$ cat config.mk
export PLATFORM = sky130hd
export DESIGN_NAME = dram_port_arbiter
export DESIGN_NICKNAME = d
export VERILOG_FILES = /design/src/rtl/dram_port_arbiter_pkg.sv /design/src/rtl/dram_port_arbiter_rr_picker.sv /design/src/rtl/dram_port_arbiter.sv
export SDC_FILE = /design/constraint.sdc
export NUM_CORES = 1
export LEC_CHECK = 0
export CAP_MARGIN = 0
export CORE_MARGIN = 5
export CORE_UTILIZATION = 46
export DETAILED_ROUTE_END_ITERATION = 8
export PLACE_DENSITY = 0.95
export RECOVER_POWER = 100
export SLEW_MARGIN = 25
export SYNTH_ARGS = -nofsm -noshare
export SYNTH_HDL_FRONTEND = slang
export SYNTH_SLANG_ARGS = --single-unit
$ cat constraint.sdc
create_clock -name clk -period 7.5 [get_ports clk]
set_input_delay 1.5 -clock clk [delete_from_list [all_inputs] [get_ports clk]]
set_output_delay 1.5 -clock clk [all_outputs]
set_load 0.02 [all_outputs]
$ cat src/rtl/dram_port_arbiter_pkg.sv
// Shared types and constants for the two-port DRAM arbiter.
package dram_port_arbiter_pkg;

  // Arbiter FSM states.
  typedef enum logic [1:0] {
    StIdle  = 2'd0,
    StIssue = 2'd1,
    StWait  = 2'd2,
    StDone  = 2'd3
  } arb_state_e;

  // Default WAIT budget before a transaction is forced to complete.
  localparam int unsigned DRAM_ARB_TIMEOUT_DEFAULT = 1023;

  // Read data handed back when the DRAM never acknowledges.
  localparam logic [31:0] DRAM_ARB_TIMEOUT_DATA = 32'hDEAD_BEEF;

  // The port that is not `port` in a two-way arbiter.
  function automatic logic other_port(input logic port);
    return ~port;
  endfunction

endpackage

$ cat src/rtl/dram_port_arbiter_rr_picker.sv
// Two-way round-robin select: combinational pick plus a registered priority pointer.
module dram_port_arbiter_rr_picker
  import dram_port_arbiter_pkg::*;
(
  input  logic       clk,
  input  logic       reset,
  input  logic       sync_reset,
  input  logic [1:0] req,
  input  logic       advance,
  input  logic       served,
  output logic       pick,
  output logic       pick_valid
);

  logic pointer_q;
  logic pointer_d;

  // Pointer port wins a tie; a lone requester wins regardless of the pointer.
  always_comb begin
    pick_valid = |req;
    if (req[pointer_q]) begin
      pick = pointer_q;
    end else begin
      pick = other_port(pointer_q);
    end
    pointer_d = advance ? other_port(served) : pointer_q;
  end

  // Priority pointer register, cleared to port 0 by either reset.
  always_ff @(posedge clk or posedge reset) begin
    if (reset) begin
      pointer_q <= 1'b0;
    end else if (sync_reset) begin
      pointer_q <= 1'b0;
    end else begin
      pointer_q <= pointer_d;
    end
  end

endmodule

$ cat src/rtl/dram_port_arbiter.sv
// Shares one external DRAM port between the MCU memory controller (port 0) and a
// DMA/debug bulk-load master (port 1). One transaction in flight, round-robin grant,
// ack timeout with a sticky error flag.
module dram_port_arbiter
  import dram_port_arbiter_pkg::*;
#(
  parameter int unsigned          ADDR_BITS      = 24,
  parameter int unsigned          DATA_BITS      = 32,
  parameter int unsigned          TIMEOUT_CYCLES = DRAM_ARB_TIMEOUT_DEFAULT,
  parameter logic [DATA_BITS-1:0] TIMEOUT_DATA   = DATA_BITS'(DRAM_ARB_TIMEOUT_DATA)
) (
  input  logic                   clk,
  input  logic                   reset,
  input  logic                   sync_reset,

  input  logic                   req0_read_en,
  input  logic                   req0_write_en,
  input  logic [ADDR_BITS-1:0]   req0_addr,
  input  logic [DATA_BITS/8-1:0] req0_byte_enable,
  input  logic [DATA_BITS-1:0]   req0_write_data,
  output logic                   req0_ack,
  output logic [DATA_BITS-1:0]   req0_read_data,

  input  logic                   req1_read_en,
  input  logic                   req1_write_en,
  input  logic [ADDR_BITS-1:0]   req1_addr,
  input  logic [DATA_BITS/8-1:0] req1_byte_enable,
  input  logic [DATA_BITS-1:0]   req1_write_data,
  output logic                   req1_ack,
  output logic [DATA_BITS-1:0]   req1_read_data,

  output logic                   dram_mem_read_en,
  output logic                   dram_mem_write_en,
  output logic [ADDR_BITS-1:0]   dram_mem_addr,
  output logic [DATA_BITS/8-1:0] dram_mem_byte_enable,
  output logic [DATA_BITS-1:0]   dram_mem_write_data,
  input  logic                   dram_ack,
  input  logic [DATA_BITS-1:0]   dram_mem_read_data,

  output logic                   grant,
  output logic                   busy,
  output logic                   timeout_err
);

  localparam int unsigned BE_BITS  = DATA_BITS / 8;
  localparam int unsigned CNT_BITS = $clog2(TIMEOUT_CYCLES + 1);
  localparam logic [CNT_BITS-1:0] CNT_LIMIT = CNT_BITS'(TIMEOUT_CYCLES);

  arb_state_e           state_q, state_d;
  logic                 owner_q, owner_d;
  logic                 write_q, write_d;
  logic [ADDR_BITS-1:0] addr_q, addr_d;
  logic [BE_BITS-1:0]   be_q, be_d;
  logic [DATA_BITS-1:0] wdata_q, wdata_d;
  logic [DATA_BITS-1:0] rdata_q, rdata_d;
  logic                 rd_stb_q, rd_stb_d;
  logic                 wr_stb_q, wr_stb_d;
  logic [CNT_BITS-1:0]  cnt_q, cnt_d;
  logic                 terr_q, terr_d;

  logic [1:0] req;
  logic       pick;
  logic       pick_valid;
  logic       advance;
  logic       sel_write;

  assign req[0]    = req0_read_en | req0_write_en;
  assign req[1]    = req1_read_en | req1_write_en;
  // Write wins when a requester raises both enables.
  assign sel_write = pick ? req1_write_en : req0_write_en;

  dram_port_arbiter_rr_picker u_picker (
    .clk        (clk),
    .reset      (reset),
    .sync_reset (sync_reset),
    .req        (req),
    .advance    (advance),
    .served     (owner_q),
    .pick       (pick),
    .pick_valid (pick_valid)
  );

  // Next-state logic: grant, issue, wait for ack or timeout, then report completion.
  always_comb begin
    state_d  = state_q;
    owner_d  = owner_q;
    write_d  = write_q;
    addr_d   = addr_q;
    be_d     = be_q;
    wdata_d  = wdata_q;
    rdata_d  = rdata_q;
    cnt_d    = cnt_q;
    terr_d   = terr_q;
    rd_stb_d = 1'b0;
    wr_stb_d = 1'b0;
    advance  = 1'b0;

    unique case (state_q)
      StIdle: begin
        if (pick_valid) begin
          owner_d  = pick;
          write_d  = sel_write;
          addr_d   = pick ? req1_addr : req0_addr;
          be_d     = pick ? req1_byte_enable : req0_byte_enable;
          wdata_d  = pick ? req1_write_data : req0_write_data;
          rd_stb_d = ~sel_write;
          wr_stb_d = sel_write;
          rdata_d  = '0;
          cnt_d    = '0;
          state_d  = StIssue;
        end
      end
      StIssue: begin
        // A DRAM that answers in the strobe cycle is taken at once.
        if (dram_ack) begin
          rdata_d = write_q ? '0 : dram_mem_read_data;
          state_d = StDone;
        end else begin
          state_d = StWait;
        end
      end
      StWait: begin
        if (dram_ack) begin
          rdata_d = write_q ? '0 : dram_mem_read_data;
          state_d = StDone;
        end else if (cnt_q == CNT_LIMIT) begin
          terr_d  = 1'b1;
          rdata_d = write_q ? '0 : TIMEOUT_DATA;
          state_d = StDone;
        end else begin
          cnt_d = cnt_q + 1'b1;
        end
      end
      StDone: begin
        advance = 1'b1;
        state_d = StIdle;
      end
      default: state_d = StIdle;
    endcase
  end

  // State and datapath registers; either reset aborts any transaction in flight.
  always_ff @(posedge clk or posedge reset) begin
    if (reset) begin
      state_q  <= StIdle;
      owner_q  <= 1'b0;
      write_q  <= 1'b0;
      addr_q   <= '0;
      be_q     <= '0;
      wdata_q  <= '0;
      rdata_q  <= '0;
      rd_stb_q <= 1'b0;
      wr_stb_q <= 1'b0;
      cnt_q    <= '0;
      terr_q   <= 1'b0;
    end else if (sync_reset) begin
      state_q  <= StIdle;
      owner_q  <= 1'b0;
      write_q  <= 1'b0;
      addr_q   <= '0;
      be_q     <= '0;
      wdata_q  <= '0;
      rdata_q  <= '0;
      rd_stb_q <= 1'b0;
      wr_stb_q <= 1'b0;
      cnt_q    <= '0;
      terr_q   <= 1'b0;
    end else begin
      state_q  <= state_d;
      owner_q  <= owner_d;
      write_q  <= write_d;
      addr_q   <= addr_d;
      be_q     <= be_d;
      wdata_q  <= wdata_d;
      rdata_q  <= rdata_d;
      rd_stb_q <= rd_stb_d;
      wr_stb_q <= wr_stb_d;
      cnt_q    <= cnt_d;
      terr_q   <= terr_d;
    end
  end

  assign req0_ack       = (state_q == StDone) && !owner_q;
  assign req1_ack       = (state_q == StDone) && owner_q;
  assign req0_read_data = req0_ack ? rdata_q : '0;
  assign req1_read_data = req1_ack ? rdata_q : '0;

  assign dram_mem_read_en     = rd_stb_q;
  assign dram_mem_write_en    = wr_stb_q;
  assign dram_mem_addr        = addr_q;
  assign dram_mem_byte_enable = be_q;
  assign dram_mem_write_data  = wdata_q;

  assign grant       = owner_q;
  assign busy        = (state_q != StIdle);
  assign timeout_err = terr_q;

endmodule

==> impl_metrics.tcl <==
set metrics [dict create \
    cts_setup_buffers 0 \
    rsz0062_at_grt "false" \
    hold_violations 0 \
    critical_path.top_delay_family "buffers and inverters" \
    synth_cell_types 51 \
    grt.overflow.total 0 \
    vias 5740 \
    syn_nets 784 \
    ys.warnings.count 0 \
    seq_power_share_pct 33.5 \
    gp_congestion 0.845 \
    post-route-util_pct 68.4 \
    cts-root-buf "clkbuf_16" \
    post-route-period-util_pct 70.8 \
    die_y_um 128 \
    final_layout_size_suffix_gt1_share_pct 6.00 \
    start_util_pct 46.4 \
    drtPass1Iterations 5 \
    cp_slowest_cell "ha_1" \
    status "complete, but fails checks" \
    dp_hpwl_mm 14.9 \
    cp_max_fo 35 \
    slowest_delay_ns 0.88 \
    synthFlopType "dfrtp_1" \
    grt_max_degree 89 \
    power.total_w 0.00270 \
    io_buffers 290 \
    place_area_um2 9290 \
    skew_ns 0.00791 \
    synth_area_um2 6400 \
    violations "capacitance limit, slew limit" \
    cts_buffers 9 \
    clock_latency_ns 0.35 \
    synth_top_area_share_pct 43.0 \
    worstMarginPinSlew_ns 2.33 \
    p_switching_w 0.00110 \
    cts_hold_buf 0 \
    vdd_drop_max_mv 0.224 \
    dieArea_um2 16400 \
    row_count 43 \
    critPathKind "flip-flop to primary output" \
    period_needed_ns 5.31 \
    fin_nets 1044 \
    leakage_nw 4.64 \
    area_growth_pct 47.2 \
    clockBufferDepth 2 \
    grt_pass1_wl_mm 30.9 \
    nFillCells 1043 \
    p_clk_share_pct 18.5 \
    core_um2 13800 \
    die_width_um 128 \
    maxCapViolCount 3 \
    h-tree-depth 3 \
    yosysSeqAreaShare_pct 43.0 \
    cts_sinks 110 \
    clkTransAtPathRegs_ns 0.07 \
    grt.total_usage_pct 23.9 \
    avgSynthCellArea_um2 10.4 \
    tns_ns 0 \
    antenna_found_initial 1 \
    slew_violations 124 \
    tritoncts "yes" \
    crit_arrival_ns 3.81 \
    fin_area_um2 9420 \
    cp_cell_sequence "ha_1 > nor2b_1 > clkbuf_1 > and2_1 > dlygate4sd3_1" \
    synth-async-reset-ratio_pct 100 \
    start_kind "flip-flop" \
    swShare_pct 40.8 \
    drt_iter0_markers 536 \
    post_synth_main_area_contributors "dfrtp_1, mux2i_1, a211oi_2, nor2_1, and2_1" \
    hp-class "flip-flop to flip-flop" \
    drc 0 \
    postRouteAntennaNets 0 \
    synth_top_cell_by_area "dfrtp_1" \
    setup_violations 0 \
    drt-vias-per-instance 5.39 \
    r2r_setup_slack_ns 3.76 \
    p_int_w 0.00160 \
    fmax_mhz 188 \
    cp.required_ns 6.00 \
    pin_count 291 \
    comb_power_share_pct 48.0 \
    syn_inst 618 \
    max_slew_margin_pct -56.2 \
    ctsResizeCount 0 \
    grt_pass1_vias 5669 \
    wl_per_cell_um 19.4 \
    p_per_area_nw_per_um2 287 \
    path_buf_inv 2 \
    ys_ff_latch 110 \
    synth_enable_flop_cells 0 \
    finalWirelength_mm 20.7 \
    critPathCaptureType "primary output" \
]
sequential cells by signal, summed over array words and instances, names as in the netlist:
name / flops
dram_mem_write_data: 32
rdata_q: 32
dram_mem_addr: 24
cnt_q: 10
dram_mem_byte_enable: 4
state_q: 2
dram_mem_read_en: 1
dram_mem_write_en: 1
grant: 1
timeout_err: 1
u_picker.pointer_q: 1
write_q: 1
cell usage in the layout, fill, tap and decap left out, drive strengths merged, types with 2 or more instances in the layout:
cell type / instances
clkdlybuf4s50: 161
dlygate4sd3: 128
dfrtp: 110
mux2i: 92
nor2: 70
a211oi: 61
inv: 42
and2: 37
and3: 34
a21oi: 19
o21ai: 18
nand2: 18
clkbuf: 14
nand3: 7
buf: 7
ha: 6
o211ai: 5
nor2b: 4
nand2b: 4
nand4: 4
nor3: 4
or4: 3
or3: 3
diode: 2
and4: 2
or2: 2
a211o: 2
a31oi: 2
clkinvlp: 2
nor3b: 2
clkinv: 2
synthesized netlist by cell type (all sizes together), types with 2 or more instances:
master / instances
and2: 37
nor2b: 4
and3: 34
and4: 2
o211ai: 5
nand2b: 4
or4: 3
inv: 41
mux2i: 92
a211oi: 61
nor3b: 2
nand2: 18
clkbuf: 27
or3: 3
ha: 6
nand4: 4
nand3: 7
a211o: 2
dfrtp: 110
or2: 2
nor3: 4
a31oi: 2
nor2: 70
buf: 24
o21ai: 18
a21oi: 19
routing by layer:
| layer | up-vias | wire, um | share of wire [%] | global-route usage [%] |
|---|---|---|---|---|
| met5 | - | 0 | 0 | 0 |
| met4 | 0 | 586 | 2.8 | 9.18 |
| met3 | 35 | 1270 | 6.1 | 5.21 |
| met2 | 235 | 10700 | 52 | 41.4 |
| met1 | 2788 | 8090 | 39 | 29.0 |
| li1 | 2682 | - | - | - |
path summary, 6_finish.rpt:
path,startpoint,end,depth (start not counted)
max,state_q[0]$_DFFE_PP0P_,req0_read_data[12],5
min,timeout_err$_DFFE_PP0P_,timeout_err$_DFFE_PP0P_,2
max reg2reg,state_q[0]$_DFFE_PP0P_,dram_mem_addr[20]$_DFFE_PP0P_,7
min reg2reg,timeout_err$_DFFE_PP0P_,timeout_err$_DFFE_PP0P_,2
max in group asynchronous,reset,cnt_q[4]$_DFFE_PP0P_,3
min in group asynchronous,reset,dram_mem_addr[15]$_DFFE_PP0P_,2
power by group through the flow:
stage,logic [W],registers [W],clock network [W]
finish,0.00129,0.000904,0.000500
CTS,0.00142,0.000909,0.000507
global placement,0.00136,0.000907,0
floorplan,0.000781,0.00105,0
global route,0.00139,0.000931,0.000532
detailed placement,0.00141,0.000921,0
cell families after synthesis:
group | synth area share (%)
muxes | 14.6
DFF | 43.0
buffers and inverters | 7.16
adders and majority gates | 1.17
AOI/OAI and AO/OA | 17.6
and+or+nand+nor | 16.5
cell type report:
| class | instances | area, um^2 | share of cell area, % |
|---|---|---|---|
| diodes | 2 | 5.00 | 0.0531 |
| clock buffers | 10 | 239 | 2.54 |
| clock inverters | 6 | 68.8 | 0.731 |
| inverters | 41 | 155 | 1.65 |
| multi-input cells | 416 | 2970 | 31.6 |
| flip-flops and latches | 110 | 2750 | 29.2 |
| well taps | 180 | 225 | 2.39 |
| repair buffers | 300 | 3000 | 31.8 |
tightest hold or removal path, delay by kind of cell (launching register included):
kind            cells  cell delay, ns
flops               1            0.35
compound gates      1            0.05
simple gates        1            0.08
metrics by stage:
stage | std cells | setup slack [ns] | hold WS, ns
finish | 1065 | 2.19 | 0.518
global route | 1064 | 1.86 | 0.568
CTS | 1061 | 2.82 | 0.532
detailed placement | 1045 | 3.21 | 0.516
global placement | 1045 | 3.38 | 0.504
floorplan | 618 | 3.10 | 0.485
Power figures use the tool's default switching activity.
